[config.mk]
export PLATFORM = sky130hd
export DESIGN_NAME = lcd_scan
export DESIGN_NICKNAME = d
export VERILOG_FILES = /design/src/rtl/lcd_scan.sv
export SDC_FILE = /design/constraint.sdc
export NUM_CORES = 1
export LEC_CHECK = 0
export ABC_AREA = 1
export CAP_MARGIN = 30
export CORE_ASPECT_RATIO = 0.6
export CORE_MARGIN = 2
export CORE_UTILIZATION = 59
export CTS_CLUSTER_SIZE = 25
export DETAILED_ROUTE_END_ITERATION = 7
export HOLD_SLACK_MARGIN = 0.15
export PLACE_DENSITY = 0.84
export RECOVER_POWER = 100
export SLEW_MARGIN = 20
export SYNTH_ARGS = -nofsm -noshare
export SYNTH_HDL_FRONTEND = slang
export SYNTH_SLANG_ARGS = --single-unit
[constraint.sdc]
create_clock -name mck -period 2.9 [get_ports mck]
set_input_delay 0.58 -clock mck [delete_from_list [all_inputs] [get_ports mck]]
set_output_delay 0.58 -clock mck [all_outputs]
set_load 0.02 [all_outputs]
[src/rtl/lcd_scan.sv]
// VGA 640x480 scan-out of the 640x64 Z88 bitmap held in VRAM, line-quadrupled
// into a vertically centred 640x256 window with a border colour around it.
module lcd_scan #(
   parameter int          H_ACTIVE     = 640,
   parameter int          H_TOTAL      = 800,
   parameter int          H_SYNC_START = 656,
   parameter int          H_SYNC_END   = 752,
   parameter int          V_ACTIVE     = 480,
   parameter int          V_TOTAL      = 525,
   parameter int          V_SYNC_START = 490,
   parameter int          V_SYNC_END   = 492,
   parameter int          Y_START      = 112,
   parameter logic [11:0] COL_ON       = 12'h114,
   parameter logic [11:0] COL_OFF      = 12'hBCA,
   parameter logic [11:0] COL_BORDER   = 12'h333
) (
   input  logic        mck,
   input  logic        rin,
   input  logic        pix_ce,
   output logic [13:0] vram_ra,
   output logic        vram_re,
   input  logic [3:0]  vram_di,
   output logic        hsync,
   output logic        vsync,
   output logic        de,
   output logic [11:0] rgb,
   output logic        frame_start
);

   localparam logic [9:0] HA   = 10'(H_ACTIVE);
   localparam logic [9:0] HA4  = 10'(H_ACTIVE - 4);
   localparam logic [9:0] HT1  = 10'(H_TOTAL - 1);
   localparam logic [9:0] HT3  = 10'(H_TOTAL - 3);
   localparam logic [9:0] HSS  = 10'(H_SYNC_START);
   localparam logic [9:0] HSE  = 10'(H_SYNC_END);
   localparam logic [9:0] VA   = 10'(V_ACTIVE);
   localparam logic [9:0] VT1  = 10'(V_TOTAL - 1);
   localparam logic [9:0] VSS  = 10'(V_SYNC_START);
   localparam logic [9:0] VSE  = 10'(V_SYNC_END);
   localparam logic [9:0] Y0   = 10'(Y_START);
   localparam logic [9:0] YEND = 10'(Y_START + 256);

   logic [9:0]  r_hcnt;
   logic [9:0]  r_vcnt;
   logic [3:0]  r_shift;
   logic        r_rd_pend;
   logic [13:0] r_ra;
   logic        r_re;
   logic        r_hsync;
   logic        r_vsync;
   logic        r_de;
   logic [11:0] r_rgb;
   logic        r_fs;

   logic        w_h_last;
   logic        w_v_last;
   logic [9:0]  w_nv;
   logic        w_cur_win;
   logic        w_nxt_win;
   logic [5:0]  w_cur_row;
   logic [5:0]  w_nxt_row;
   logic        w_pf_slot;
   logic        w_pf_cur;
   logic        w_pf_nxt;
   logic [13:0] w_pf_addr;
   logic        w_pix_bit;
   logic        w_de;
   logic [11:0] w_rgb;

   always_comb begin
      w_h_last  = (r_hcnt == HT1);
      w_v_last  = (r_vcnt == VT1);
      w_nv      = w_v_last ? 10'd0 : r_vcnt + 10'd1;
      w_cur_win = (r_vcnt >= Y0) && (r_vcnt < YEND);
      w_nxt_win = (w_nv >= Y0) && (w_nv < YEND);
      w_cur_row = 6'((r_vcnt - Y0) >> 2);
      w_nxt_row = 6'((w_nv - Y0) >> 2);
      // The slot at hcnt[1:0]=01 fetches the nibble shown from the next 4-pixel
      // group on; the hcnt=H_TOTAL-3 slot primes nibble 0 of the following line.
      w_pf_slot = (r_hcnt[1:0] == 2'b01);
      w_pf_cur  = w_pf_slot && (r_hcnt < HA4) && w_cur_win;
      w_pf_nxt  = w_pf_slot && (r_hcnt == HT3) && w_nxt_win;
      w_pf_addr = w_pf_cur ? {w_cur_row, r_hcnt[9:2] + 8'd1} : {w_nxt_row, 8'd0};
      w_pix_bit = r_shift[~r_hcnt[1:0]];
      w_de      = (r_hcnt < HA) && (r_vcnt < VA);
      w_rgb     = 12'd0;
      if (w_de) begin
         if (!w_cur_win)     w_rgb = COL_BORDER;
         else if (w_pix_bit) w_rgb = COL_ON;
         else                w_rgb = COL_OFF;
      end
   end

   always_ff @(posedge mck) begin
      if (rin) begin
         r_hcnt    <= 10'd0;
         r_vcnt    <= 10'd0;
         r_shift   <= 4'd0;
         r_rd_pend <= 1'b0;
         r_ra      <= 14'd0;
         r_re      <= 1'b0;
         r_hsync   <= 1'b1;
         r_vsync   <= 1'b1;
         r_de      <= 1'b0;
         r_rgb     <= 12'd0;
         r_fs      <= 1'b0;
      end else begin
         r_fs <= 1'b0;
         if (pix_ce) begin
            r_hcnt <= w_h_last ? 10'd0 : r_hcnt + 10'd1;
            if (w_h_last) r_vcnt <= w_v_last ? 10'd0 : r_vcnt + 10'd1;

            if (w_pf_slot) begin
               r_re      <= w_pf_cur || w_pf_nxt;
               r_rd_pend <= w_pf_cur || w_pf_nxt;
               if (w_pf_cur || w_pf_nxt) r_ra <= w_pf_addr;
            end else begin
               r_re <= 1'b0;
            end

            if (r_hcnt[1:0] == 2'b11) r_shift <= r_rd_pend ? vram_di : 4'd0;

            r_hsync <= !((r_hcnt >= HSS) && (r_hcnt < HSE));
            r_vsync <= !((r_vcnt >= VSS) && (r_vcnt < VSE));
            r_de    <= w_de;
            r_rgb   <= w_rgb;
            r_fs    <= (r_hcnt == 10'd0) && (r_vcnt == 10'd0);
         end
      end
   end

   assign vram_ra     = r_ra;
   assign vram_re     = r_re;
   assign hsync       = r_hsync;
   assign vsync       = r_vsync;
   assign de          = r_de;
   assign rgb         = r_rgb;
   assign frame_start = r_fs;

endmodule

==> results of run 1 <==
==> flip-flops by register name, indices dropped and copies added, names as in the netlist <==
name	count
r_shift	4
r_rd_pend	1
r_vcnt	10
r_hcnt	10
hsync	1
vsync	1
vram_re	1
rgb	6
vram_ra	14
frame_start	1
==> worst max-delay path, delay by kind of cell <==
kind            cells  cell delay (ps)
buf+inv             3             1230
simple gates        3              440
compound gates      1              380
==> synthesized netlist by cell type (all sizes together) <==
master   instances
a21oi           23
nor3             8
o31ai            1
o2111ai          1
ha               8
conb             1
nand3           33
nand4            4
inv             49
clkbuf           5
a32oi            1
xor2             9
and2             1
a311oi           1
o21ai           13
buf             12
dfxtp           49
nor2            54
a31o             1
nand2           97
xnor2            1
o211ai           1
nor4             2
o311ai           1
o32ai            2
clkinv           1
o22ai            6
a211o            1
nor3b            2
nor4b            1
==> metrics by stage <==
| stage | utilization | total power [mW] | setup slack [ps] |
|---|---|---|---|
| final | 0.700 | 1.16 | 512 |
| after global routing | 0.700 | 1.20 | 298 |
| after CTS | 0.703 | 1.16 | 688 |
| after detailed placement | 0.684 | 0.787 | 379 |
| after global placement | 0.684 | 0.786 | 479 |
| after floorplan | - | 0.754 | 1060 |
==> kinds of logic (layout without fill, tap and decap cells) <==
family | count (synthesis) | after routing | share of synthesized area
XOR/XNOR | 10 | 10 | 0.0321
buffers and inverters | 67 | 98 | 0.110
flip-flops | 49 | 49 | 0.359
other | 1 | 1 | 0.00137
adder cells (fa/ha/maj) | 8 | 8 | 0.0366
AO/OA/AOI/OAI | 52 | 52 | 0.114
AND/OR/NAND/NOR | 202 | 202 | 0.348
==> report_power, final <==
group	internal, mW	switching [mW]
Sequential	0.680	0.00495
Combinational	0.0313	0.0513
Clock	0.171	0.218
==> final timing paths <==
kind | start | to | slack, ps
worst max-delay path | pix_ce | vram_ra[13] | 510
worst min-delay path | rgb[4] | rgb[4] | 470
worst max register to register | r_hcnt[3] | vram_ra[9] | 730
worst min register to register | rgb[4] | rgb[4] | 470
==> metal layers <==
metal	part of all wire	track usage	up-vias
met1	0.49	0.441	1186
met4	0.0077	0.0576	0
met5	0	0	-
met2	0.38	0.336	158
met3	0.12	0.0711	7
li1	-	-	1304
==> layout make-up <==
class	instances	area, sq um	share of cell area
Clock inverter	1	7.51	0.00238
Sequential cell	49	981	0.310
Inverter	50	190	0.0602
Clock buffer	7	76.3	0.0241
Tap cell	63	78.8	0.0249
Timing Repair Buffer	40	387	0.122
Multi-Input combinational cell	273	1440	0.456
==> impl.org, run 1 <==
** Routing
- Detailed-routing iteration count for the pre-antenna-repair pass :: 5
- Via count normalized by instance count :: about 5.5
- Routed vias :: between 2000 and 3000
- Wires add up to ~6600 microns.
- Total DRC errors in the routed layout :: 0
- Iteration-0 DRC count of the detailed router :: approximately 290
- In the final routed layout, each cell accounts on average for ~14 microns.
- In this run the remaining antenna-violating nets after routing total 0.

** STA
- The final-report max-slew violation count was 0.
- Worst Max-Slew Pin Slew :: 592 ps
- In this run the tightest slew margin relative to its limit is 0.605.
- Final period utilization :: 0.824
- Setup violations, final :: 0
- Worst setup skew after layout :: about 8.3 ps
- Summed negative setup slack over all endpoints :: 0 ps
- The final number of hold-violating endpoints came to 0.
- The worst path in the final design needs a cycle of 2390 ps, including I/O delays and setup.
- Hold is met by 470 ps.
- Fmax :: 419 MHz
- RSZ-0062 raised after global routing :: false

** Critical path
- The critical path in this run is classified as in2reg.
- Critical path fanouts, max :: 12
- Critical-path cell with the highest stage delay :: sky130_fd_sc_hd__dlygate4sd3_1
- Number of cells on the worst reg-to-reg path :: 11
- Longest individual stage delay on the worst path :: 650 ps
- Startpoint class of the critical path :: input port
- STA classifies the critical path endpoint as a register.
- Among the stages of the critical path, the cell type that occurs most often is sky130_fd_sc_hd__nor2_1.
- Arrival time of data at the critical path endpoint :: between 2000 and 3000 ps
- STA puts the critical path data required time at between 3000 and 4000 ps.
- Crit path cell chain :: dlygate4sd3_1 > inv_1 > clkbuf_1 > nor2_1 > a21oi_1 > nor2_1 > nor2_1

** GRT
- The initial antenna violation count was 0.
- Remaining global-route overflow :: 0
- First-pass GRT wire length :: 11100 microns
- For this run, the total global-route usage over all layers was measured as 0.268.
- The via count of the first global-routing pass was approximately 2300.
- Entering global routing, the biggest net connects 19 pins.

** Cells and area
- 0 antenna diodes ended up in the layout.
- Total non-filler cell area in the finished layout :: approximately 0.0032 sq mm
- The library cells used most frequently in the layout, excluding fill and tap cells, are 87 x sky130_fd_sc_hd__nand2_1, 49 x sky130_fd_sc_hd__dfxtp_1, 48 x sky130_fd_sc_hd__nor2_1.
- Leaving out fill and tap cells, the most frequent cell in the layout is sky130_fd_sc_hd__nand2_1.
- Layout overhead on the synthesized area :: 15.7%
- Total Nets Final :: between 400 and 500
- Fillers :: slightly below 400
- Share of layout cells above drive strength 1 :: 0.0786
- The finished layout holds ~480 standard cells, fillers aside.

** Place
- Once placement finished, the instance area stood at approximately 0.0031 sq mm.
- Detailed-placement wirelength estimate :: roughly 5000 microns
- Gp weighted congestion :: 0.923
- Total of buffers placed on input and output ports :: 36
- Including well taps, the total number of placed cells is between 400 and 500.

** Clock network
- CTS placed an instance of sky130_fd_sc_hd__clkbuf_8 at the clock tree root.
- Clock latency on the worst-skew pair :: approximately 300 ps
- In this run the number of H-tree levels came out at 2.
- Count of hold-fix buffers inserted at cts :: 0
- TritonCTS built the clock tree.
- In this run the post-CTS setup repair buffer count came out at 0.
- Worst-path clk slew :: around 90 ps
- Num CTS Buffers :: 5
- CTS saw slightly below 50 sinks.
- The clock passes through at most 2 buffers.
- Resized cells post-CTS :: 0

** Synth
- Yosys printed 0 warnings.
- Mapped Cells :: slightly below 400
- Part of the Yosys area used for sequential elements :: 0.359
- Flop and latch count out of synthesis :: 49
- Sorting the synthesized cells by area gives the leading types as sky130_fd_sc_hd__dfxtp_1 36%, sky130_fd_sc_hd__nand2_1 12%, sky130_fd_sc_hd__nor2_1 6.5%, sky130_fd_sc_hd__inv_1 6.3%, sky130_fd_sc_hd__nand3_1 5.7%.
- The synthesized netlist contains 44 unique library cells.
- After synthesis the cells add up to roughly 0.0027 sq mm.
- The largest total area in the synthesized netlist belongs to sky130_fd_sc_hd__dfxtp_1.
- The number of nets in the synthesized netlist is approximately 400.
- Mean cell area of the mapped netlist :: approximately 7.0 sq um
- Of the post-synthesis cell area, the dominant cell type holds 0.359.

** Die
- For this configuration, the core starts out at a cell density of 0.605.
- In this run the count of I/O pins placed on the die edge is 38.
- Core area :: about 0.0045 sq mm
- The die is between 90 and 100 microns wide.
- Die Outline Area :: ~0.0052 sq mm
- In this run the vertical extent of the chip is roughly 57 microns.
- The floorplan has 19 rows.

** Flow run
- The tool flagged a number of max-cap violations equal to 0.

** Outcome
- Outcome :: finished clean

** Min path
- The worst hold path was traced through 2 stages.
- The worst hold path belongs to the class reg2reg.

** Power and ir drop
- The analysis attributes to cell leakage a power of 1.33 nW.
- VDD sags by at most 0.287 mV.
- Power density cells :: between 300 and 400 mW/mm^2
Note: power is estimated with default switching activity, not from simulation.
==> run 2: changes to the inputs <==
--- a/config.mk
+++ b/config.mk
@@ -9,11 +9,11 @@
 export CAP_MARGIN = 30
 export CORE_ASPECT_RATIO = 0.6
 export CORE_MARGIN = 2
-export CORE_UTILIZATION = 59
+export CORE_UTILIZATION = 55
 export CTS_CLUSTER_SIZE = 25
 export DETAILED_ROUTE_END_ITERATION = 7
 export HOLD_SLACK_MARGIN = 0.15
-export PLACE_DENSITY = 0.84
+export PLACE_DENSITY = 0.79
 export RECOVER_POWER = 100
 export SLEW_MARGIN = 20
 export SYNTH_ARGS = -nofsm -noshare
==> constraint.sdc (replaced) <==
create_clock -name mck -period 2.4 [get_ports mck]
set_input_delay 0.48 -clock mck [delete_from_list [all_inputs] [get_ports mck]]
set_output_delay 0.48 -clock mck [all_outputs]
set_load 0.02 [all_outputs]
==> run 2 against run 1 <==
Sequential power rose by 21%. Core utilization is 2.2 points lower. First-iteration DRC count is 12% lower. Global-route usage is 1.3 points lower. Clock power increased by 24%. Sequential share of layout area is 0.15 points lower. Clock skew is essentially flat. Largest power group unchanged. Non-clock buffer count up 4. Register-to-register slack got worse by 530 ps. Final area rose by 0.48%. Worst setup slack worse by 340 ps. Power increased by 22%. Largest cell class unchanged.
==> impl.org, run 2 (synthesis gave the netlist of run 1 again) <==
** GRT
- Remaining global-route overflow :: 0
- For this run, global-route usage on met1 was measured as 0.416.
- Met2 usage :: 0.336
- For met3 alone, demand over resource in global routing was 0.0743.
- Via count of the first global-routing pass :: between 2000 and 2500
- The first global-routing pass estimated 11000 microns of wire.
- The layer flagged by global routing as most heavily used is met1.
- Total GRT Usage :: 0.255
- Entering global routing, the biggest net connects 18 pins.
- Antenna violations before repair :: 0

** Cells and area
- The library cell used most frequently in the layout, excluding fill and tap cells, is sky130_fd_sc_hd__nand2_1.
- The register with the most flip-flops in the layout has 14 of them.
- Layout overhead on the synthesized area :: 16.2%
- 0 antenna diodes ended up in the layout.
- Fraction of the core area covered by cells at the end of the flow :: 0.678
- For this run, the post-layout net count is 438.
- The top cell types in the final layout, fill and taps aside, are 87 x sky130_fd_sc_hd__nand2_1, 49 x sky130_fd_sc_hd__dfxtp_1, 47 x sky130_fd_sc_hd__nor2_1.
- In the final layout, the share of cells above drive strength 1 is 0.0825.
- For this run, the number of standard cells in the final layout without fillers is 487.

** Critical path
- In this run the worst path has a maximum fanout of 14.
- Required time at the endpoint of the critical path :: 2590 ps
- STA classifies the critical path endpoint as a register.
- CP startpoint :: pix_ce
- The startpoint identified for the worst register-to-register timing path is r_hcnt[3].
- Critical path class :: in2reg
- Arrival time of data at the critical path endpoint :: around 2400 ps
- Startpoint class of the critical path :: input port

** Power and ir drop
- VDD sags by at most between 0.2 and 0.3 mV.
- The analysis attributes to cell leakage a power of between 1 and 1.5 nW.
- In this run the power density over the cells is 446 mW/mm^2.

** Routing
- In the routed layout, each cell is associated on average with a via count of about 5.3.
- Number of nets with antenna violations after detailed routing :: 0
- Wires add up to slightly below 7000 microns.
- Iteration-0 DRC count of the detailed router :: between 200 and 300
- In the final routed layout, each cell accounts on average for roughly 14 microns.
- After detailed routing, the number of remaining DRC violations is 0.
- Detailed-routing iteration count for the pre-antenna-repair pass :: 5
- Routed vias :: roughly 2600

** STA
- Summed negative setup slack over all endpoints :: 0 ps
- Worst hold slack across all endpoints :: ~470 ps
- Worst Max-Slew Pin Slew :: 681 ps
- RSZ-0062 raised after global routing :: false
- Setup violations remaining at the end of the flow were counted as 0.
- In this run the tightest slew margin relative to its limit is 0.546.
- Final period utilization :: 0.929
- The final-report max-slew violation count came to 0.
- Derived from the worst setup path, the maximum achievable clock frequency is approximately 450 MHz.
- Final hold violation count :: 0
- Fin worst setup slack :: approximately 170 ps
- Across the routed clock network, the largest skew measured is ~8.3 ps.
- The smallest clock period supported by the final layout is computed as between 2000 and 2500 ps.

** Min path
- The worst hold path belongs to the class reg2reg.
- In this run the most critical hold path is launched from rgb[4].

** Die
- Top-Level Pins :: 38
- Core area :: between 0.004 and 0.005 sq mm
- After floorplanning, the core was divided into 19 placement rows.
- The die covers approximately 0.0056 sq mm.
- Width of the die :: 95 microns
- From bottom edge to top edge, the die measures between 50 and 60 microns.
- Starting utilization of the core area :: 0.583

** Clock network
- Resized cells post-CTS :: 0
- Num CTS Buffers :: 5
- # H-tree levels :: 2
- Number of setup buffers added after CTS :: 0
- Clock latency on the worst-skew pair, taken at its later pin, is roughly 300 ps.
- The cell sitting at the root of the clock tree is a sky130_fd_sc_hd__clkbuf_8.
- Count of hold-fix buffers inserted at cts :: 0
- Clk sink count :: between 40 and 50
- TritonCTS built the clock tree.
- In this run the deepest clock path goes through 2 buffers.
- Worst-path clk slew :: around 90 ps

** Place
- The congestion estimate from routability-driven global placement came to between 0.9 and 1.
- Including well taps, the total number of placed cells is between 400 and 500.
- Worst Setup Slack post-DPL :: about 180 ps
- Detailed-placement wirelength estimate :: ~5200 microns
- Buffers placed on the I/O ports in this run total 36.

** Flow run
- Max-cap violations in this run came to 0.

** Outcome
- Outcome :: finished clean
run 2: final cells by class:
| cell class | count | area [sq um] |
|---|---|---|
| fill | 394 | 1510 |
| clock buffer | 6 | 72.6 |
| timing repair buffer | 44 | 398 |
| tap | 63 | 78.8 |
| inverter | 50 | 188 |
| sequential | 49 | 981 |
| multi-input combinational | 273 | 1440 |
| clock inverter | 2 | 15.0 |
run 2: per-layer routing:
metal,share of wire,vias to the layer above,wire [microns]
met1,0.49,1108,3370
li1,-,1316,-
met2,0.39,135,2660
met4,0.0057,0,39
met3,0.11,6,754
met5,0,-,0
run 2: worst max-delay path, stage by stage:
cell and delay (ps):
sky130_fd_sc_hd__dlygate4sd3_1 640, sky130_fd_sc_hd__inv_1 110, sky130_fd_sc_hd__clkbuf_1 530, sky130_fd_sc_hd__nor2_4 120, sky130_fd_sc_hd__inv_2 200, sky130_fd_sc_hd__nand2_4 140, sky130_fd_sc_hd__nor2_1 140, sky130_fd_sc_hd__nor2_2 50
run 2: metrics by stage:
stage	power, mW	instance area [sq um]
final	1.42	3180
after global routing	1.47	3180
after CTS	1.42	3210
after detailed placement	0.956	3120
after global placement	0.954	3120
after floorplan	0.912	2730
run 2: power by group:
group / switching, mW / internal [mW] / total, mW
Clock: 0.278 / 0.206 / 0.484
Combinational: 0.0660 / 0.0378 / 0.104
Sequential: 0.00649 / 0.822 / 0.828
run 2: worst paths after layout:
check                                  end  slack, ps  cells after the start
worst min-delay path                rgb[4]        470                      2
worst max register to register  vram_ra[8]        200                     11
worst min register to register      rgb[4]        470                      2
worst max-delay path            vram_ra[9]        170                      8
==> run 3: changes to the inputs <==
--- a/config.mk
+++ b/config.mk
@@ -6,8 +6,7 @@
 export NUM_CORES = 1
 export LEC_CHECK = 0
 export ABC_AREA = 1
-export CAP_MARGIN = 30
-export CORE_ASPECT_RATIO = 0.6
+export CAP_MARGIN = 20
 export CORE_MARGIN = 2
 export CORE_UTILIZATION = 55
 export CTS_CLUSTER_SIZE = 25
==> run 3 against run 2 <==
Non-clock buffer count is the same. Register-to-register slack gained 40 ps. Critical endpoint is now r_rd_pend. Flip-flop and latch count is the same. Largest cell class unchanged. Core utilization decreased by 0.96 points. Clock skew down 1.9 ps. Critical path depth stayed put.
==> impl.org, run 3 (synthesis gave the netlist of run 1 again) <==
** Routing
- The routed layout has between 2000 and 3000 vias.
- The final layout contains routed wiring with a total length of between 6000 and 7000 microns.
- Via count normalized by instance count :: 5.27
- Iteration-0 DRC count of the detailed router :: 170
- Dividing the detail-routed wire length by the instance count gives between 10 and 15 microns.
- In this run the remaining antenna-violating nets after routing total 0.
- Total DRC errors in the routed layout :: 0
- Detailed-routing iteration count for the pre-antenna-repair pass :: 6

** Critical path
- Kind of cell adding the most delay to the critical path :: buffers and inverters
- Critical path class :: in2reg
- The slowest stage of the critical path belongs to the cell sky130_fd_sc_hd__dlygate4sd3_1.
- The worst setup path is captured at a register.
- Startpoint class of the critical path :: input port
- Required time at the endpoint of the critical path :: ~2600 ps
- Crit path cell chain :: dlygate4sd3_1 > inv_1 > clkbuf_1 > nor2_4 > inv_4 > nand2_2 > o21ai_1 > inv_1
- STA puts the critical path data arrival time at roughly 2400 ps.
- Counting stages on the worst path, the most repeated cell is sky130_fd_sc_hd__inv_1.
- Register-to-Register Setup Slack :: 240 ps
- Critical path fanouts, max :: 14
- Longest individual stage delay on the worst path :: about 620 ps
- CP bufs+invs :: 5

** Power and ir drop
- Power density cells :: between 400 and 500 mW/mm^2
- Max rail drop VDD :: 0.381 mV
- Leakage power total :: ~1.3 nW

** GRT
- The initial antenna violation count is 0.
- First-pass GRT wire length :: ~11000 microns
- Total GRT Usage :: 0.260
- Via count of the first global-routing pass :: ~2400
- Entering global routing, the biggest net connects 18 pins.
- Remaining global-route overflow :: 0

** Clock network
- Clk sink count :: 49
- Buffers inserted to repair hold after CTS numbered 0.
- TritonCTS created 5 clock buffers.
- # H-tree levels :: 2
- Maximum count of clock buffers along a single path :: 2
- Root Buffer Master :: sky130_fd_sc_hd__clkbuf_8
- The number of gates resized after CTS was 0.
- The clock reaches the later pin of the worst-skew pair after about 310 ps.
- CTS tree :: done
- Number of setup buffers added after CTS :: 0
- After clock tree synthesis, the clock-pin slew on the worst setup and hold paths is around 90 ps.

** Die
- Starting utilization of the core area :: 0.575
- 38 I/O pins were placed.
- Width of the die :: roughly 74 microns
- After floorplanning, the core was divided into 25 placement rows.
- The die covers between 0.005 and 0.006 sq mm.
- Die height :: about 74 microns
- The region available for standard cell placement spans about 0.0048 sq mm.

** Cells and area
- Fillers :: 441
- Most frequent standard cell in the layout excluding fill and tap cells :: sky130_fd_sc_hd__nand2_1
- Area of the multi-input gates :: around 0.0014 sq mm
- The number of antenna diodes in the final layout is 0.
- The register with the most flip-flops in the layout has 14 of them.
- The top cell types in the final layout, fill and taps aside, are 87 x sky130_fd_sc_hd__nand2_1, 49 x sky130_fd_sc_hd__dfxtp_1, 47 x sky130_fd_sc_hd__nor2_1.
- Summing all flip-flop and latch instances after layout gives ~1000 sq um.
- Share of layout cells above drive strength 1 :: 0.0825
- The net count of the finished layout is roughly 440.
- Compared with the post-synthesis result, the final layout area differs by 16.3%.
- Total non-filler cell area in the finished layout :: 0.00318 sq mm

** STA
- Setup violations remaining at the end of the flow were counted as 0.
- Relative slew slack :: 0.531
- Once routing completed, OpenROAD measured the worst setup slack at ~180 ps.
- Worst Max-Slew Pin Slew :: about 700 ps
- Across the routed clock network, the largest skew measured is around 6.4 ps.
- The final-report max-slew violation count is 0.
- Time the worst path needs with I/O delays and setup :: 2220 ps
- Static timing analysis puts the maximum clock frequency at between 400 and 500 MHz.
- Across all hold checks on the routed design, the worst slack comes to 467 ps.
- Setup repair after global routing left no endpoint under its margin.
- Summed negative setup slack over all endpoints :: 0 ps
- The final number of hold-violating endpoints came to 0.
- In the finished design, the share of the clock period the worst path needs comes to 0.926.

** Min path
- The worst hold path belongs to the class reg2reg.

** Flow run
- Max-cap violations in this run came to 0.

** Outcome
- The run finished with clean final reports.

** Place
- Total of buffers placed on input and output ports :: 36
- Gp weighted congestion :: slightly above 0.9
- Once placement finished, the instance area stood at roughly 0.0031 sq mm.
- Timing analysis after detailed placement gives a worst setup slack of around 140 ps.
- Detailed placement finished with a half-perimeter wire length of 5160 microns.
## run 3: per-stage QoR
step	instances	power, mW	utilization
after detailed placement	483	0.955	0.658
after global routing	491	1.48	0.668
final	491	1.42	0.668
after CTS	491	1.45	0.676
after global placement	483	0.953	0.658
after floorplan	389	0.912	-
## run 3: power by group
| part | switching, mW | internal (mW) |
|---|---|---|
| registers | 0.00642 | 0.822 |
| logic | 0.0633 | 0.0385 |
| clock network | 0.283 | 0.206 |
## run 3: worst paths after layout
check	start	endpoint	cells past startpoint
worst max-delay path	pix_ce	r_rd_pend	8
worst min-delay path	hsync	hsync	2
worst max register to register	r_vcnt[5]	vram_ra[11]	13
worst min register to register	hsync	hsync	2
## run 3: final cells by class
type                    count  share of cell area
inverters                  50              0.0598
repair buffers             44               0.126
clock inverters             2             0.00472
clock buffers               6              0.0228
flip-flops and latches     49               0.309
well taps                  67              0.0264
multi-input cells         273               0.451
## run 3: per-layer routing
layer,up-vias,track usage,part of all wire
met2,80,0.443,0.48
met4,0,0.0893,0.016
met3,10,0.0474,0.053
li1,1319,-,-
met5,-,0,0
met1,1179,0.330,0.45
## run 3: worst reg2reg max path: stages, from the launching register on
cell and delay [ps]:
sky130_fd_sc_hd__dfxtp_1 360, sky130_fd_sc_hd__inv_1 150, sky130_fd_sc_hd__nand2_1 80, sky130_fd_sc_hd__nor3_1 300, sky130_fd_sc_hd__nand2_1 200, sky130_fd_sc_hd__inv_1 200
sky130_fd_sc_hd__nor2_1 60, sky130_fd_sc_hd__nand2_1 80, sky130_fd_sc_hd__nand2_1 90, sky130_fd_sc_hd__ha_1 310, sky130_fd_sc_hd__inv_1 70, sky130_fd_sc_hd__nand2_1 50
sky130_fd_sc_hd__nand2_1 80, sky130_fd_sc_hd__nor2_2 30
